### src/rtl/gaussian_filter_accel_pkg.sv
// Shared types, defaults and the output rounding/saturation helper for the
// Gaussian filter MAC pipe.
package gaussian_filter_accel_pkg;

    localparam int ACC_W_DEF = 40;
    localparam int SHIFT_DEF = 8;
    // Working width of sat_round; accumulators are extended to this width first.
    localparam int SR_W      = 64;

    // Per-beat control that travels down the pipe beside the data.
    typedef struct packed {
        logic valid;
        logic first;
        logic last;
    } mac_ctl_t;

    // Round half up, shift right, then clip to the out_w range.
    // acc must already be sign/zero-extended to SR_W. Returns {ovf, value}.
    function automatic logic [SR_W:0] sat_round(input logic [SR_W-1:0] acc,
                                                input int              shift,
                                                input int              out_w,
                                                input bit              is_signed);
        logic [SR_W-1:0] sum;
        logic [SR_W-1:0] sh;
        logic [SR_W-1:0] hi;
        logic [SR_W-1:0] lo;
        logic            ovf;
        ovf = 1'b0;
        sum = acc;
        if (shift > 0)
            sum = acc + (SR_W'(1) << (shift - 1));
        if (is_signed) begin
            sh = SR_W'($signed(sum) >>> shift);
            hi = (SR_W'(1) << (out_w - 1)) - SR_W'(1);
            lo = ~hi;
            if ($signed(sh) > $signed(hi)) begin
                sh  = hi;
                ovf = 1'b1;
            end else if ($signed(sh) < $signed(lo)) begin
                sh  = lo;
                ovf = 1'b1;
            end
        end else begin
            sh = sum >> shift;
            hi = (SR_W'(1) << out_w) - SR_W'(1);
            if (sh > hi) begin
                sh  = hi;
                ovf = 1'b1;
            end
        end
        return {ovf, sh};
    endfunction

endpackage

### src/rtl/gaussian_filter_accel_mac_lane.sv
// One MAC lane: operand extend, multiply, retime, accumulate, round/pack.
// Macro GAUSSIAN_FILTER_ACCEL_MAC_SAT_EN selects rounding + saturation at the
// output; otherwise the shifted accumulator is truncated and out_ovf is 0.
module gaussian_filter_accel_mac_lane
    import gaussian_filter_accel_pkg::*;
#(
    parameter int A_W       = 16,
    parameter int B_W       = 16,
    parameter int ACC_W     = ACC_W_DEF,
    parameter int OUT_W     = 16,
    parameter int NUM_STAGE = 4,
    parameter bit SIGNED_A  = 1'b0,
    parameter bit SIGNED_B  = 1'b0,
    parameter int SHIFT     = SHIFT_DEF
) (
    input  logic             clk,
    input  logic             reset_n,
    input  logic             adv,
    input  logic [A_W-1:0]   a,
    input  logic [B_W-1:0]   b,
    input  mac_ctl_t         acc_ctl,
    output logic [OUT_W-1:0] out_data,
    output logic             out_ovf
);

    localparam int P_W       = A_W + B_W;
    localparam bit IS_SIGNED = SIGNED_A | SIGNED_B;

    logic [A_W-1:0]   a_q;
    logic [B_W-1:0]   b_q;
    logic [P_W-1:0]   a_x;
    logic [P_W-1:0]   b_x;
    logic [P_W-1:0]   p_q [2:NUM_STAGE];
    logic [ACC_W-1:0] acc_p;
    logic [ACC_W-1:0] acc_q;
    logic [ACC_W-1:0] acc_nxt;
    logic [SR_W-1:0]  acc_x;
    logic [SR_W:0]    res;
    logic [OUT_W-1:0] res_data;
    logic             res_ovf;
    logic             unused_res_hi;

    // Operand and product extension; a P_W-bit product is exact for any signedness mix.
    always_comb begin
        a_x   = SIGNED_A  ? P_W'($signed(a_q)) : P_W'(a_q);
        b_x   = SIGNED_B  ? P_W'($signed(b_q)) : P_W'(b_q);
        acc_p = IS_SIGNED ? ACC_W'($signed(p_q[NUM_STAGE])) : ACC_W'(p_q[NUM_STAGE]);
    end

    // Input register and product register.
    always_ff @(posedge clk or negedge reset_n) begin
        if (!reset_n) begin
            a_q    <= '0;
            b_q    <= '0;
            p_q[2] <= '0;
        end else if (adv) begin
            a_q    <= a;
            b_q    <= b;
            p_q[2] <= a_x * b_x;
        end
    end

    // Retime registers so the multiplier can be balanced across NUM_STAGE-2 extra cycles.
    for (genvar s = 3; s <= NUM_STAGE; s++) begin : g_retime
        always_ff @(posedge clk or negedge reset_n) begin
            if (!reset_n)
                p_q[s] <= '0;
            else if (adv)
                p_q[s] <= p_q[s-1];
        end
    end

    // The output is formed from the next accumulator value so it lands with the acc update.
    always_comb begin
        acc_nxt = acc_ctl.first ? acc_p : acc_q + acc_p;
        acc_x   = IS_SIGNED ? SR_W'($signed(acc_nxt)) : SR_W'(acc_nxt);
`ifdef GAUSSIAN_FILTER_ACCEL_MAC_SAT_EN
        res     = sat_round(acc_x, SHIFT, OUT_W, IS_SIGNED);
`else
        res     = {1'b0, SR_W'($signed(acc_x) >>> SHIFT)};
`endif
        res_data = res[OUT_W-1:0];
        res_ovf  = res[SR_W];
    end

    assign unused_res_hi = ^res[SR_W-1:OUT_W];

    // Accumulator and registered output; both hold while the pipe is stalled.
    always_ff @(posedge clk or negedge reset_n) begin
        if (!reset_n) begin
            acc_q    <= '0;
            out_data <= '0;
            out_ovf  <= 1'b0;
        end else if (adv && acc_ctl.valid) begin
            acc_q <= acc_nxt;
            if (acc_ctl.last) begin
                out_data <= res_data;
                out_ovf  <= res_ovf;
            end
        end
    end

endmodule

### src/rtl/gaussian_filter_accel_mac_pipe.sv
// LANES-wide pipelined multiply-accumulate with framed sums and a global
// valid/ready stall. Optional rounding/saturation: GAUSSIAN_FILTER_ACCEL_MAC_SAT_EN.
module gaussian_filter_accel_mac_pipe
    import gaussian_filter_accel_pkg::*;
#(
    parameter int LANES     = 3,
    parameter int A_W       = 16,
    parameter int B_W       = 16,
    parameter int ACC_W     = ACC_W_DEF,
    parameter int OUT_W     = 16,
    parameter int NUM_STAGE = 4,
    parameter bit SIGNED_A  = 1'b0,
    parameter bit SIGNED_B  = 1'b0,
    parameter int SHIFT     = SHIFT_DEF
) (
    input  logic                   clk,
    input  logic                   reset_n,
    input  logic                   in_valid,
    output logic                   in_ready,
    input  logic [LANES*A_W-1:0]   in_a,
    input  logic [LANES*B_W-1:0]   in_b,
    input  logic                   in_first,
    input  logic                   in_last,
    output logic                   out_valid,
    input  logic                   out_ready,
    output logic [LANES*OUT_W-1:0] out_data,
    output logic [LANES-1:0]       out_ovf
);

    if (LANES < 1) begin : g_bad_lanes
        $error("LANES must be >= 1");
    end
    if (ACC_W < A_W + B_W) begin : g_bad_acc_w
        $error("ACC_W must be >= A_W+B_W");
    end
    if (ACC_W >= SR_W) begin : g_bad_acc_max
        $error("ACC_W must be below the rounding helper width");
    end
    if (NUM_STAGE < 2) begin : g_bad_stage
        $error("NUM_STAGE must be >= 2");
    end
    if (SHIFT >= ACC_W) begin : g_bad_shift
        $error("SHIFT must be < ACC_W");
    end

    logic     adv;
    mac_ctl_t ctl_in;
    mac_ctl_t ctl_pipe [1:NUM_STAGE];

    // One stall for the whole pipe: advance unless a held result is waiting.
    assign adv      = ~out_valid | out_ready;
    assign in_ready = adv & reset_n;
    assign ctl_in   = '{valid: in_valid, first: in_first, last: in_last};

    // Control shift register; bubbles travel as valid=0.
    always_ff @(posedge clk or negedge reset_n) begin
        if (!reset_n) begin
            for (int s = 1; s <= NUM_STAGE; s++)
                ctl_pipe[s] <= '0;
        end else if (adv) begin
            ctl_pipe[1] <= ctl_in;
            for (int s = 2; s <= NUM_STAGE; s++)
                ctl_pipe[s] <= ctl_pipe[s-1];
        end
    end

    // A last beat loads a result; an accepted old result with no new one clears valid.
    always_ff @(posedge clk or negedge reset_n) begin
        if (!reset_n)
            out_valid <= 1'b0;
        else if (adv)
            out_valid <= ctl_pipe[NUM_STAGE].valid & ctl_pipe[NUM_STAGE].last;
    end

    for (genvar i = 0; i < LANES; i++) begin : g_lane
        gaussian_filter_accel_mac_lane #(
            .A_W       (A_W),
            .B_W       (B_W),
            .ACC_W     (ACC_W),
            .OUT_W     (OUT_W),
            .NUM_STAGE (NUM_STAGE),
            .SIGNED_A  (SIGNED_A),
            .SIGNED_B  (SIGNED_B),
            .SHIFT     (SHIFT)
        ) u_lane (
            .clk      (clk),
            .reset_n  (reset_n),
            .adv      (adv),
            .a        (in_a[i*A_W +: A_W]),
            .b        (in_b[i*B_W +: B_W]),
            .acc_ctl  (ctl_pipe[NUM_STAGE]),
            .out_data (out_data[i*OUT_W +: OUT_W]),
            .out_ovf  (out_ovf[i])
        );
    end

endmodule

### config.mk
export PLATFORM = sky130hd
export DESIGN_NAME = gaussian_filter_accel_mac_pipe
export DESIGN_NICKNAME = d
export VERILOG_FILES = /design/src/rtl/gaussian_filter_accel_pkg.sv /design/src/rtl/gaussian_filter_accel_mac_lane.sv /design/src/rtl/gaussian_filter_accel_mac_pipe.sv
export SDC_FILE = /design/constraint.sdc
export NUM_CORES = 2
export LEC_CHECK = 0
export ABC_AREA = 1
export CAP_MARGIN = 20
export CORE_ASPECT_RATIO = 0.75
export CORE_UTILIZATION = 40
export DETAILED_ROUTE_END_ITERATION = 10
export PLACE_DENSITY = 0.66
export SETUP_SLACK_MARGIN = 0.15
export SYNTH_ARGS = -nofsm -noshare
export SYNTH_HDL_FRONTEND = slang
export SYNTH_SLANG_ARGS = --single-unit
### constraint.sdc
create_clock -name clk -period 7.3 [get_ports clk]
set_input_delay 2.19 -clock clk [delete_from_list [all_inputs] [get_ports clk]]
set_output_delay 2.19 -clock clk [all_outputs]
set_load 0.01 [all_outputs]
# [Yosys cells after proc, flatten, opt, wreduce, memory -nomap -nowiden]
# Index checks and enable logic that the tools add are counted.
[classes] n_mux=3 multipliers=3 bitwise=4 addsub=3 reduce_logical=2
[ops] operator="40-bit by 32-bit adder with 40-bit output" n=3
[ops] operator="40-bit two-way mux" n=3
[ops] operator="16-bit by 16-bit multiplier with 32-bit output" n=3
[ops] operator="1-bit AND" n=2
[ops] operator="2-bit AND reduction" n=1
[ops] operator="1-bit logical AND" n=1
[ops] operator="1-bit NOT" n=1
[ops] operator="1-bit OR" n=1
[totals] elab_cells=49 output_inout_bits=53 inputBits=102 ff_bits=565

# [Depth between registers and ports, before layout]
[logic_depth] depth_word=4 depth_mapped=29 ltp_nobuf=27

# [Hierarchy]
# A second synthesis with hierarchy kept.
[hier_totals] hier_cells=6028 area_unflattened_um2=44669.1
[modules_own_cells] mod="gaussian_filter_accel_mac_lane (g_lane[0].u_lane)" n_inst=1 area_each_um2=14799.2 seq_area_each_um2=3603.5 cells_each=2015
[modules_own_cells] mod="gaussian_filter_accel_mac_lane (g_lane[1].u_lane)" n_inst=1 area_each_um2=14734.1 seq_area_each_um2=3603.5 cells_each=2002
[modules_own_cells] mod="gaussian_filter_accel_mac_lane (g_lane[2].u_lane)" n_inst=1 area_each_um2=14611.5 seq_area_each_um2=3603.5 cells_each=1954
[modules_own_cells] mod="gaussian_filter_accel_mac_pipe" n_inst=1 area_each_um2=524.3 seq_area_each_um2=325.3 cells_each=57

# [Least setup slack after synthesis]
# OpenSTA, ideal clock, no wires.
[synth_timing] kind="register to register" from="register g_lane[0].u_lane.a_q[7]" to="register g_lane[0].u_lane.p_q[80] (netlist name)" stages_incl_launch_ff=23 path_slack_ps=1934 path_buffers=2 t_arrival_ps=5236 period_less_slack_ps=5366 setup_time_ps=130 t_required_ps=7170 path_cell_list="dfrtp_1 clkbuf_1 clkbuf_1 nand2_1 fa_1 inv_1 fa_1 inv_1 fa_1 inv_1 fa_1 fa_1 inv_1 fa_1 inv_1 ha_1 nand2_1 o21ai_0 a21oi_1 o21ai_0 or2_2 nand3_1 o21ai_0"
[synth_via] elab_chain_len=1
[synth_rtl] item="from (decl)" line="gaussian_filter_accel_mac_lane.sv:29" source="logic [A_W-1:0] a_q;"
[synth_rtl] item="from (signal assigned)" line="gaussian_filter_accel_mac_lane.sv:53" source="a_q <= '0;"
[synth_rtl] item="from (signal assigned)" line="gaussian_filter_accel_mac_lane.sv:57" source="a_q <= a;"
[synth_rtl] item="16-bit by 16-bit multiplier with 32-bit output" line="gaussian_filter_accel_mac_lane.sv:59" source="p_q[2] <= a_x * b_x;"
[synth_rtl] item="to (decl)" line="gaussian_filter_accel_mac_lane.sv:33" source="logic [P_W-1:0] p_q [2:NUM_STAGE];"
# No other way between the ends.
# A chain may end at the register's enable or synchronous reset.

# [Worst setup path in the final report]
[layout_timing] from="register g_lane[0].u_lane.b_q[7]" to="register g_lane[0].u_lane.p_q[87] (netlist name)"
[layout_via] elab_chain_len=1
[layout_rtl] item="from (decl)" line="gaussian_filter_accel_mac_lane.sv:30" source="logic [B_W-1:0] b_q;"
[layout_rtl] item="from (signal assigned)" line="gaussian_filter_accel_mac_lane.sv:54" source="b_q <= '0;"
[layout_rtl] item="from (signal assigned)" line="gaussian_filter_accel_mac_lane.sv:58" source="b_q <= b;"
[layout_rtl] item="16-bit by 16-bit multiplier with 32-bit output" line="gaussian_filter_accel_mac_lane.sv:59"
# No other way between the ends.

==> metrics.md <==
| Metric | Value |
|---|---|
| Mapped Area | 44000 um^2 |
| Clock Path Buffers | 3 |
| Top post-synthesis cells by area | dfrtp_1 (25%), fa_1 (23%), nand2_1 (17%) |
| Max-slew violations | 0 |
| Worst min-delay path class | flop to flop |
| HPWL after DPL | 86.65 mm |
| WP buf/inv | 6 |
| Clk Latency, worst-skew pair | 0.63 ns |
| Vias per inst | 4.907 |
| Synthesized flop and latch total | 445 |
| Most frequent cells after synthesis | nand2_1 (1969), inv_1 (1216), fa_1 (507), dfrtp_1 (445), o21ai_0 (278) |
| Startpoint type of the worst setup path | flop |
| Top-Level Pins | 155 |
| Slowest cell on crit path | dfrtp_1 |
| Chip height | 289.2 um |
| Total Routing Usage GR | 21.22% |
| WP data arrival | 6.37 ns |
| CP Class | flop to flop |
| First-pass GRT wire length | 190.3 mm |
| Async SR Flop Fraction | 100.0% |
| DRT iter0 DRCs | 2499 |
| Reg clk slew, reported paths | 0.06 ns |
| Share of layout cells above drive strength 1 | 2.803% |
| Post-synth EDFFs | 0 |
| CTS tree | yes |
| GRT Residual Overflow | 0 |
| Core area | 108100 um^2 |
| CP delay by family, top | adder cells |
| Setup TNS | 0 ns |
| Actual slew at the worst max-slew pin | 0.9566 ns |
| Fin crit share | 80.67% |
| Final min period | 5.889 ns |
| WL/cell | 15.78 um |
| Worst Skew | 0.04350 ns |
| Synth warn | 0 |
| # hold bufs at CTS | 0 |
| Sequential area share after synthesis | 25.31% |
| DR pass1 iterations | 6 |
| Htree depth | 2 |
| Syn Inst Count | 5864 |
| Synth top area share | 25.31% |
| Gp weighted congestion | 0.9183 |
| CP max FO | 17 |
| Crit path cell chain | nand2_1 > fa_1 > inv_1 > fa_1 > inv_1 > fa_1 > inv_1 > fa_1 > fa_1 > inv_1 > fa_1 > inv_1 > ha_1 > nand2_1 > nor2_1 > nand4_1 > inv_1 > nand4_1 > nand3_1 > nand3_1 > nand3_1 > nand2_1 |
| Vias post-DR | 35730 |
| Clock sink count | 445 |
| Outcome | completed |
| DR DRC count | 0 |
| Syn_area_per_cell | 7.504 um^2 |
| Die area | 111400 um^2 |
| CP peak stage delay | 0.85 ns |
| Top-count cell post-synth | nand2_1 |
| Vias in the first global route | 35800 |
| Root Driver | clkbuf_16 |
| Final setup viols | 0 |
| Starting density of the core | 40.69% |
| Port buffer count | 151 |
| Antenna Nets Post-Route | 0 |
| Post-synth cell types | 46 |
| Row cnt | 104 |
| Layout area overhead | 9.278% |
| CTS buffer count | 48 |
| Leading area contributor after synthesis | dfrtp_1 |
| CP required | 7.78 ns |
| Post-CTS Setup Inserts | 0 |
| Nets | 6701 |
| Fmax | 169.8 MHz |
| Max-cap viol count | 0 |
| Die Width | 385.0 um |
| Main synth FF type | dfrtp_1 |
| Largest net degree at the start of global routing | 190 |
| Count of final hold-check violations | 0 |
| Relative slew slack | 36.22% |
| Antenna violations before repair | 3 |
| Crit end category | flop |
| ANT cells | 0 |
| Final WL | 114.9 mm |
| RSZ-0062 raised after global routing | no |
| Post-CTS sizing | 0 |
[area by class of cell]
cell class,count,area [um^2]
fill,10790,60050
sequential,445,11140
inverter,1220,4587
timing repair buffer,173,1694
multi-input combinational,3928,27190
clock inverter,26,356.6
tap,1431,1790
clock buffer,58,1330
[kinds of logic (layout without fill, tap and decap cells)]
kind of cell	Yosys count	count (layout)	synth area share [%]
AND/OR/NAND/NOR	2523	2523	22.86
buffers and inverters	1493	1477	12.92
adder cells (fa/ha/maj)	783	783	30.91
AO/OA/AOI/OAI	568	568	6.978
flip-flops	445	445	25.31
XOR/XNOR	51	51	1.015
other	1	3	0.008522
[metal layers]
layer	GRT usage (%)	part of all wire (%)
met1	32.57	50
met4	3.968	1.6
met3	4.433	7.9
met5	0	0.015
met2	30.69	40
[layout by cell type (no fill, tap or decap), types with 9 or more instances in the layout]
master           instances
dfrtp_1                444
buf_4                   21
nand2_1               1969
fa_1                   507
a31oi_1                 51
clkinv_2                11
inv_1                 1214
clkbuf_16               49
xor2_1                  28
ha_1                   276
nor3_1                  20
nand3b_1                10
o21ai_0                278
xnor2_1                 23
nand3_1                205
a21oi_1                182
clkdlybuf4s50_1        150
nor2_1                 224
o211ai_1                12
o21ai_2                  9
nand4_1                 46
or2_2                   25
[worst min-delay path, cell delays in order (launching register included)]
cell	delay [ns]
dfrtp_1	0.34
nand2_1	0.05
nand2_1	0.04
[final timing paths]
kind | startpoint | endpoint | cells after the start | slack, ns
max in group asynchronous | reset_n | g_lane[1].u_lane.a_q[6] | 4 | 3.50
worst min-delay path | g_lane[2].u_lane.p_q[48] | g_lane[2].u_lane.acc_p[16] | 2 | 0.47
worst max-delay path | g_lane[0].u_lane.b_q[7] | g_lane[0].u_lane.p_q[87] | 22 | 1.41
worst max register to register | g_lane[0].u_lane.b_q[7] | g_lane[0].u_lane.p_q[87] | 22 | 1.41
min in group asynchronous | reset_n | g_lane[1].u_lane.out_data[8] | 1 | 1.41
worst min register to register | g_lane[2].u_lane.p_q[48] | g_lane[2].u_lane.acc_p[16] | 2 | 0.47
[registers in the layout, indices dropped and copies added, names as in the netlist]
| signal | cells |
|---|---|
| ctl_pipe | 12 |
| g_lane.u_lane.a_q | 48 |
| g_lane.u_lane.acc_p | 72 |
| g_lane.u_lane.acc_q | 72 |
| g_lane.u_lane.b_q | 48 |
| g_lane.u_lane.out_data | 48 |
| g_lane.u_lane.p_q | 144 |
| out_valid | 1 |
[metrics by stage]
stage / util [%] / hold slack, ns / cells / area [um^2] / setup WS (ns)
2_1_floorplan: - / 0.4422 / 5866 / 44010 / 1.934
3_3_place_gp: 42.91 / 0.4525 / 7197 / 46400 / 1.415
3_5_place_dp: 42.91 / 0.4506 / 7197 / 46400 / 1.438
4_1_cts: 44.47 / 0.4667 / 7281 / 48080 / 1.430
5_1_grt: 44.47 / 0.4991 / 7281 / 48080 / 1.114
6_report: 44.47 / 0.4651 / 7281 / 48080 / 1.411
Power is left out: the tool's default activity adds up to more than one toggle a clock period on the data nets, which glitch-free logic cannot reach.
